### config.mk
export PLATFORM = sky130hd
export DESIGN_NAME = sha3_padder
export DESIGN_NICKNAME = d
export VERILOG_FILES = /design/src/rtl/sha3_pkg.sv /design/src/rtl/sha3_pad_word.sv /design/src/rtl/sha3_padder.sv
export SDC_FILE = /design/constraint.sdc
export NUM_CORES = 1
export LEC_CHECK = 0
export CAP_MARGIN = 10
export CORE_AREA = 2 2 240 242
export DETAILED_ROUTE_END_ITERATION = 7
export DIE_AREA = 0 0 242 244
export PLACE_DENSITY = 0.72
export SLEW_MARGIN = 20
export SYNTH_ARGS = -nofsm -noshare
export SYNTH_HDL_FRONTEND = slang
export SYNTH_SLANG_ARGS = --single-unit
### constraint.sdc
create_clock -name clk -period 2.38 [get_ports clk]
set_input_delay 0.357 -clock clk [delete_from_list [all_inputs] [get_ports clk]]
set_output_delay 0.357 -clock clk [all_outputs]
set_load 0.02 [all_outputs]
### src/rtl/sha3_pkg.sv
// Shared constants and state encoding for the SHA-3 rate-block padder.
// Rate is 576 bits (18 x 32-bit words), i.e. the SHA3-512 rate.
package sha3_pkg;

  localparam int unsigned WORD_W     = 32;
  localparam int unsigned RATE_WORDS = 18;
  localparam int unsigned RATE_W     = 576;

  localparam logic [7:0] PAD_START = 8'h01;
  localparam logic [7:0] PAD_END   = 8'h80;

  localparam logic [4:0] LAST_CNT = 5'(RATE_WORDS);

  typedef enum logic [1:0] {
    ACCEPT,
    PAD,
    FULL
  } state_e;

endpackage

### src/rtl/sha3_pad_word.sv
// Builds the final message word: keeps the valid leading bytes and places the
// 0x01 domain/pad byte directly after them, zeroing the rest.
module sha3_pad_word
  import sha3_pkg::*;
(
  input  logic [WORD_W-1:0] in,
  input  logic [1:0]        byte_num,
  output logic [WORD_W-1:0] out
);

  always_comb begin
    out = '0;
    unique case (byte_num)
      2'd0: out = {PAD_START, 24'h00_0000};
      2'd1: out = {in[31:24], PAD_START, 16'h0000};
      2'd2: out = {in[31:16], PAD_START, 8'h00};
      2'd3: out = {in[31:8], PAD_START};
      default: out = '0;
    endcase
  end

endmodule

### src/rtl/sha3_padder.sv
// Collects 32-bit message words into 576-bit rate blocks, appends SHA-3
// padding on the final word and hands each block to the permutation.
module sha3_padder
  import sha3_pkg::*;
(
  input  logic              clk,
  input  logic              reset,
  input  logic [WORD_W-1:0] in,
  input  logic              in_ready,
  input  logic              is_last,
  input  logic [1:0]        byte_num,
  input  logic              f_ack,
  output logic              buffer_full,
  output logic [RATE_W-1:0] out,
  output logic              out_ready,
  output logic              out_last
);

  state_e            state;
  logic [4:0]        word_cnt;
  logic [4:0]        cnt_inc;
  logic              at_end;
  logic [WORD_W-1:0] pad_word;
  logic [WORD_W-1:0] last_word;
  logic [WORD_W-1:0] zero_word;

  sha3_pad_word u_pad_word (
    .in       (in),
    .byte_num (byte_num),
    .out      (pad_word)
  );

  // at_end marks the word about to land in slot 17; a final block gets
  // the closing 0x80 bit ORed into exactly that word.
  always_comb begin
    cnt_inc   = word_cnt + 5'd1;
    at_end    = (cnt_inc == LAST_CNT);
    last_word = at_end ? (pad_word | {24'h00_0000, PAD_END}) : pad_word;
    zero_word = at_end ? {24'h00_0000, PAD_END} : '0;
  end

  always_ff @(posedge clk) begin
    if (reset) begin
      state       <= ACCEPT;
      word_cnt    <= '0;
      out         <= '0;
      out_ready   <= 1'b0;
      out_last    <= 1'b0;
      buffer_full <= 1'b0;
    end else begin
      unique case (state)
        ACCEPT: begin
          if (in_ready && !buffer_full) begin
            word_cnt <= cnt_inc;
            if (is_last) begin
              out         <= {out[RATE_W-WORD_W-1:0], last_word};
              buffer_full <= 1'b1;
              if (at_end) begin
                state     <= FULL;
                out_ready <= 1'b1;
                out_last  <= 1'b1;
              end else begin
                state <= PAD;
              end
            end else begin
              out <= {out[RATE_W-WORD_W-1:0], in};
              if (at_end) begin
                state       <= FULL;
                out_ready   <= 1'b1;
                out_last    <= 1'b0;
                buffer_full <= 1'b1;
              end
            end
          end
        end
        PAD: begin
          out      <= {out[RATE_W-WORD_W-1:0], zero_word};
          word_cnt <= cnt_inc;
          if (at_end) begin
            state     <= FULL;
            out_ready <= 1'b1;
            out_last  <= 1'b1;
          end
        end
        FULL: begin
          if (f_ack) begin
            state       <= ACCEPT;
            word_cnt    <= '0;
            out_ready   <= 1'b0;
            out_last    <= 1'b0;
            buffer_full <= 1'b0;
          end
        end
        default: begin
          state       <= ACCEPT;
          word_cnt    <= '0;
          out_ready   <= 1'b0;
          out_last    <= 1'b0;
          buffer_full <= 1'b0;
        end
      endcase
    end
  end

endmodule

# After elaboration in Yosys (flattened, before gate mapping)
# Index checks and enable logic that the tools add are counted.
[op_classes] addsub=1 eq_ne=9 bitwise_logic=1 reduce_logical=9 muxes=28
[ops] cell="case mux 576 bit (2 select lines)" count=1
[ops] cell="two-way mux 576 bit" count=1
[ops] cell="case mux 32 bit (4 select lines)" count=1
[ops] cell="two-way mux 32 bit" count=1
[ops] cell="two-way mux 8 bit" count=2
[ops] cell="case mux 5 bit (3 select lines)" count=1
[ops] cell="two-way mux 1 bit" count=10
[ops] cell="two-way mux 2 bit" count=5
[ops] cell="two-way mux 5 bit" count=2
[ops] cell="case mux 1 bit (3 select lines)" count=3
[ops] cell="equality test 2 bit, second input constant" count=3
[ops] cell="case mux 2 bit (3 select lines)" count=1
[ops] cell="adder 5 x 1 -> 5 bit, second input constant" count=1
[ops] cell="equality test 5 bit, second input constant" count=1
[ops] cell="equality test 2 x 1 -> 1 bit, second input constant" count=2
[ops] cell="zero test 2 bit" count=2
[ops] cell="!= test 2 bit, second input constant" count=2
[ops] cell="AND reduction 2 bit" count=2
[ops] cell="AND reduction 4 bit" count=1
[ops] cell="!= test 3 bit, second input constant" count=1
[ops] cell="AND reduction 3 bit" count=1
[ops] cell="nonzero test 2 bit" count=1
[ops] cell="logical AND 1 bit" count=1
[ops] cell="zero test 1 bit" count=1
[ops] cell="NOT 1 bit" count=1
[word_totals] word_cells=54 ff_bits=586 input_bits=39 out_inout_bits=579

# Longest topological paths before layout
[depth] ltp_word=6 ltp_mapped=7 depth_no_buf=7

# Modules after synthesis
# From an unflattened synthesis, not the netlist that was laid out.
[unflattened] hier_cells=2649 hier_area_um2=20856.3
[by_module_without_submodules] module="sha3_padder" seq_area_each_um2=11731.3 n_inst=1 area_per_inst_um2=20611.0 cells_each=2612
[by_module_without_submodules] module="sha3_pad_word" seq_area_each_um2=0.0 n_inst=1 area_per_inst_um2=245.2 cells_each=37

# Worst setup path after synthesis
# Ideal clock, no wire load.
[synth_timing] path_kind="register to register" startpoint="register word_cnt[0]" endpoint="register out[7]" slack_ps=801 required_ps=2302 period_less_slack_ps=1579 setup_ps=78 stages_incl_launch_ff=7 t_arrival_ps=1501 n_path_buf=0 cell_sequence="dfxtp_1 -> ha_1 -> or2_2 -> o21ai_0 -> a41oi_1 -> o21a_1 -> nor3_1"
[synth_via] elab_chain_cells=6 word_cells_on_any_way=7 classes_between="add/sub: 1; eq/ne: 1; mux: 5"
[synth_lines] item="from (decl)" line_no="sha3_padder.sv:20" text="logic [4:0] word_cnt;"
[synth_lines] item="from (signal assigned)" line_no="sha3_padder.sv:54" text="word_cnt <= cnt_inc;"
[synth_lines] item="from (signal assigned)" line_no="sha3_padder.sv:78" text="word_cnt <= cnt_inc;"
[synth_lines] item="adder 5 x 1 -> 5 bit *" line_no="sha3_padder.sv:36" text="cnt_inc = word_cnt + 5'd1;"
[synth_lines] item="equality test 5 bit *" line_no="sha3_padder.sv:37" text="at_end = (cnt_inc == LAST_CNT);"
[synth_lines] item="two-way mux 8 bit" line_no="sha3_padder.sv:38" text="last_word = at_end ? (pad_word | {24'h00_0000, PAD_END}) : pad_word;"
[synth_lines] item="two-way mux 32 bit" line_no="sha3_padder.sv:55" text="if (is_last) begin"
[synth_lines] item="two-way mux 576 bit" line_no="sha3_padder.sv:53" text="if (in_ready && !buffer_full) begin"
[synth_lines] item="case mux 576 bit (2 select lines) *" line_no="sha3_padder.sv:51" text="unique case (state)"
[synth_lines] item="to (signal assigned)" line_no="sha3_padder.sv:56" text="out <= {out[RATE_W-WORD_W-1:0], last_word};"
[synth_lines] item="to (signal assigned)" line_no="sha3_padder.sv:66" text="out <= {out[RATE_W-WORD_W-1:0], in};"
[synth_lines] item="to (signal assigned)" line_no="sha3_padder.sv:77" text="out <= {out[RATE_W-WORD_W-1:0], zero_word};"
[synth_lines] item="to (decl)" line_no="sha3_padder.sv:14" text="output logic [RATE_W-1:0] out,"
# Mark *: on every way between the ends. The rest lies on a longest branch, timed or not. The select of a mux whose other input is x is not followed.
# A chain may end at the register's enable or synchronous reset.

# Worst setup path in the final report
[layout_timing] startpoint="register out[272]" endpoint="output out[272]"
# No word-level cell between the ends.

==> metrics.txt <==
Syn-to-layout area delta=45.4%; Worst path slowest cell=clkdlybuf4s50_1; status=finished clean; post-synthesis compound-gate area fraction=15.1%; Synth Area in Adders=0.123%; top-area cell type share of the netlist area=57.6%; crit-path leading delay family=buffers and inverters; Die ar.=59,000 um2; first-pass GRT wire length=109 mm; vias in the first global route=18,000; gr usage total=23.6%; Worst Path Arrival=1.91 ns; grt met2 use=41.1%; Syn Area/Cell=7.94 um2; initial antenna violation count=0; worst slew pin tran=0.745 ns; global routing met3 resource utilization=7.25%; Max VDD drop=607 uV; CP max FO=3; Slew Limit Fails=0; CTS clk-pin slew, worst paths=0.06 ns; Max-cap violations=0; antenna diode count=0; Critical Path RT=2.02 ns; WL final=73.5 mm; Post-Syn Area=20,400 um2; dominant cells by area after synthesis=dfxtp_1 (58%), nand2_1 (20%), a21oi_1 (14%), buf_4 (2.0%), clkbuf_1 (1.7%); GRT busiest layer=met2; share of layout cells above drive strength 1=5.80%; post-synthesis cell type count=42; final hold violation count=0; unrepaired setup endpoints after global routing=no; CP Class=reg -> out; Seq/Total Area, Yosys=57.6%; Max stage delay on crit path=0.70 ns; CORE AREA=56,200 um2; Vias=19,200; commonest non-fill, non-tap cell in the layout=nand2_1; Bufs on Longest Clock Path=3; Overflow after GRT=0; FF+latch count, synth=586; Final period util=95.2%; mux cell area share after synthesis=0.104%; largest area contributor in the synthesized netlist=dfxtp_1; Ports=618; worst path cell trace=clkdlybuf4s50_1; FILL cells=5,278; CTS sink count=586; Slew headroom=50.4%; Nets=3,163; Hold Path Origin=reset; die height=244 um; setup_tns=0 ns; GRT met1 Usage=28.0%; Final ANT Viol Nets=0; Iteration-0 DRC Markers=1,209; CTS tree=built; Starting Density=36.3%; skew final=0.0196 ns; CTS buffer count=61; Avg Vias per Cell=4.89; DRC=0; Pwr per Cell Area=737 nW/um2; drt wl/cell=18.7 um; Worst Setup SP=out[272]; startpoint types=flip-flop; Pleak=9.70 nW; PostCTS Resize Cnt=0; Critical Path End Type=primary output; Synth Area in XOR/XNOR=0.0859%; Max Fclk=441 MHz; Bufs and invs on worst path=1; Synth Area in Simple Gates=22.1%; Final Core Density=52.8%; routability cong.=0.878; I/O Buffers=617; hold_buf cts=0; commonest non-fill, non-tap cells in the layout=nand2_1 (1,108), clkdlybuf4s50_1 (616), dfxtp_1 (586); largest net degree at the start of global routing=86; DIE WIDTH=242 um; Hold Crit Class=in -> reg; final worst path period need=2.27 ns; main combinational cell family by area after synthesis=simple AND/OR/NAND/NOR gates; H-tree depth=2; Multi-input gate area=7670 um2; RR Startpoint=state[1]; Detail Placement HPWL=54.0 mm; Clock Tree Root=clkbuf_16; Mapped Nets=2,608; Synth warnings=0; clock latency at the later pin of the worst-skew pair=0.62 ns; Setup Fix Bufs, Post-CTS=0; setup violators final=0; Pre-Repair DR Iteration Count=5; Syn Inst Count=2,567; Storage cell area=11,700 um2; Site Rows=87
metrics by stage:
stage | hold slack [ns] | power [W] | area [um2] | instances | setup slack (ns)
finish | 0.250 | 0.0219 | 29600 | 3930 | 0.115
global route | 0.263 | 0.0225 | 29600 | 3930 | 0.0459
CTS | 0.224 | 0.0220 | 29600 | 3930 | 0.0128
detailed placement | 0.445 | 0.0118 | 27400 | 3815 | 0.146
global placement | 0.442 | 0.0118 | 27400 | 3815 | 0.156
floorplan | 0.472 | 0.0112 | 20400 | 2567 | 0.801
path summary, 6_finish.rpt:
| kind | depth (start not counted) | slack (ns) | end |
|---|---|---|---|
| setup reg to reg | 5 | 0.44 | out[12] |
| hold / removal | 2 | 0.25 | word_cnt[3] |
| hold reg to reg | 2 | 0.45 | out[567] |
| setup / recovery | 1 | 0.11 | out[272] |
per-layer routing:
layer  wire length (um)  up-vias
met5                  0        -
met4               1940        0
met3               6060      105
met2              35900      655
met1              29600     9063
li1                   -     9410
Yosys cell counts:
| master | n |
|---|---|
| nand4b_1 | 1 |
| o311ai_0 | 1 |
| o2111ai_1 | 1 |
| o21ai_1 | 2 |
| nor3b_2 | 1 |
| xnor2_1 | 2 |
| and3_1 | 1 |
| a311oi_1 | 1 |
| mux2_2 | 1 |
| clkbuf_1 | 91 |
| nor3_1 | 2 |
| mux2i_1 | 1 |
| o21ba_2 | 1 |
| buf_1 | 7 |
| o21ai_0 | 2 |
| o21bai_2 | 1 |
| dfxtp_1 | 586 |
| a41oi_1 | 1 |
| nor2_2 | 1 |
| a21o_1 | 2 |
| nand3b_1 | 1 |
| nor3b_1 | 1 |
| o211ai_1 | 1 |
| nor4_1 | 2 |
| a211oi_2 | 1 |
| or3_1 | 1 |
| buf_4 | 53 |
| and2_1 | 2 |
| nand3_1 | 16 |
| nor2b_1 | 4 |
| a21oi_1 | 569 |
| or2_2 | 1 |
| nand2_1 | 1108 |
| inv_1 | 3 |
| nor2_1 | 33 |
| o21a_1 | 2 |
| ha_1 | 2 |
| a22oi_1 | 14 |
| nand2b_1 | 1 |
| buf_2 | 44 |
| and2b_1 | 1 |
| nor2_4 | 1 |
final cells by class:
cell class	instances	share of cell area [%]
multi-input combinational	1783	25.9
clock inverter	32	1.47
sequential	586	39.6
clock buffer	83	5.91
tap	756	3.19
timing repair buffer	687	23.9
inverter	3	0.0380
sequential cells by signal, summed over array words and instances (netlist names):
name         flops
out            576
word_cnt         5
state            2
buffer_full      1
out_last         1
out_ready        1
cells by family after synthesis:
kind of cell | after synthesis
XOR/XNOR | 2
adder cells (fa/ha/maj) | 2
buffers and inverters | 198
multiplexers | 2
AND/OR/NAND/NOR | 1178
flip-flops | 586
AO/OA/AOI/OAI | 599
power by group:
part	switching [W]	total (W)	internal, W
clock network	0.00405	0.0103	0.00624
logic	0.00110	0.00160	0.000502
registers	0.0000809	0.00996	0.00988
Power figures use the tool's default switching activity.
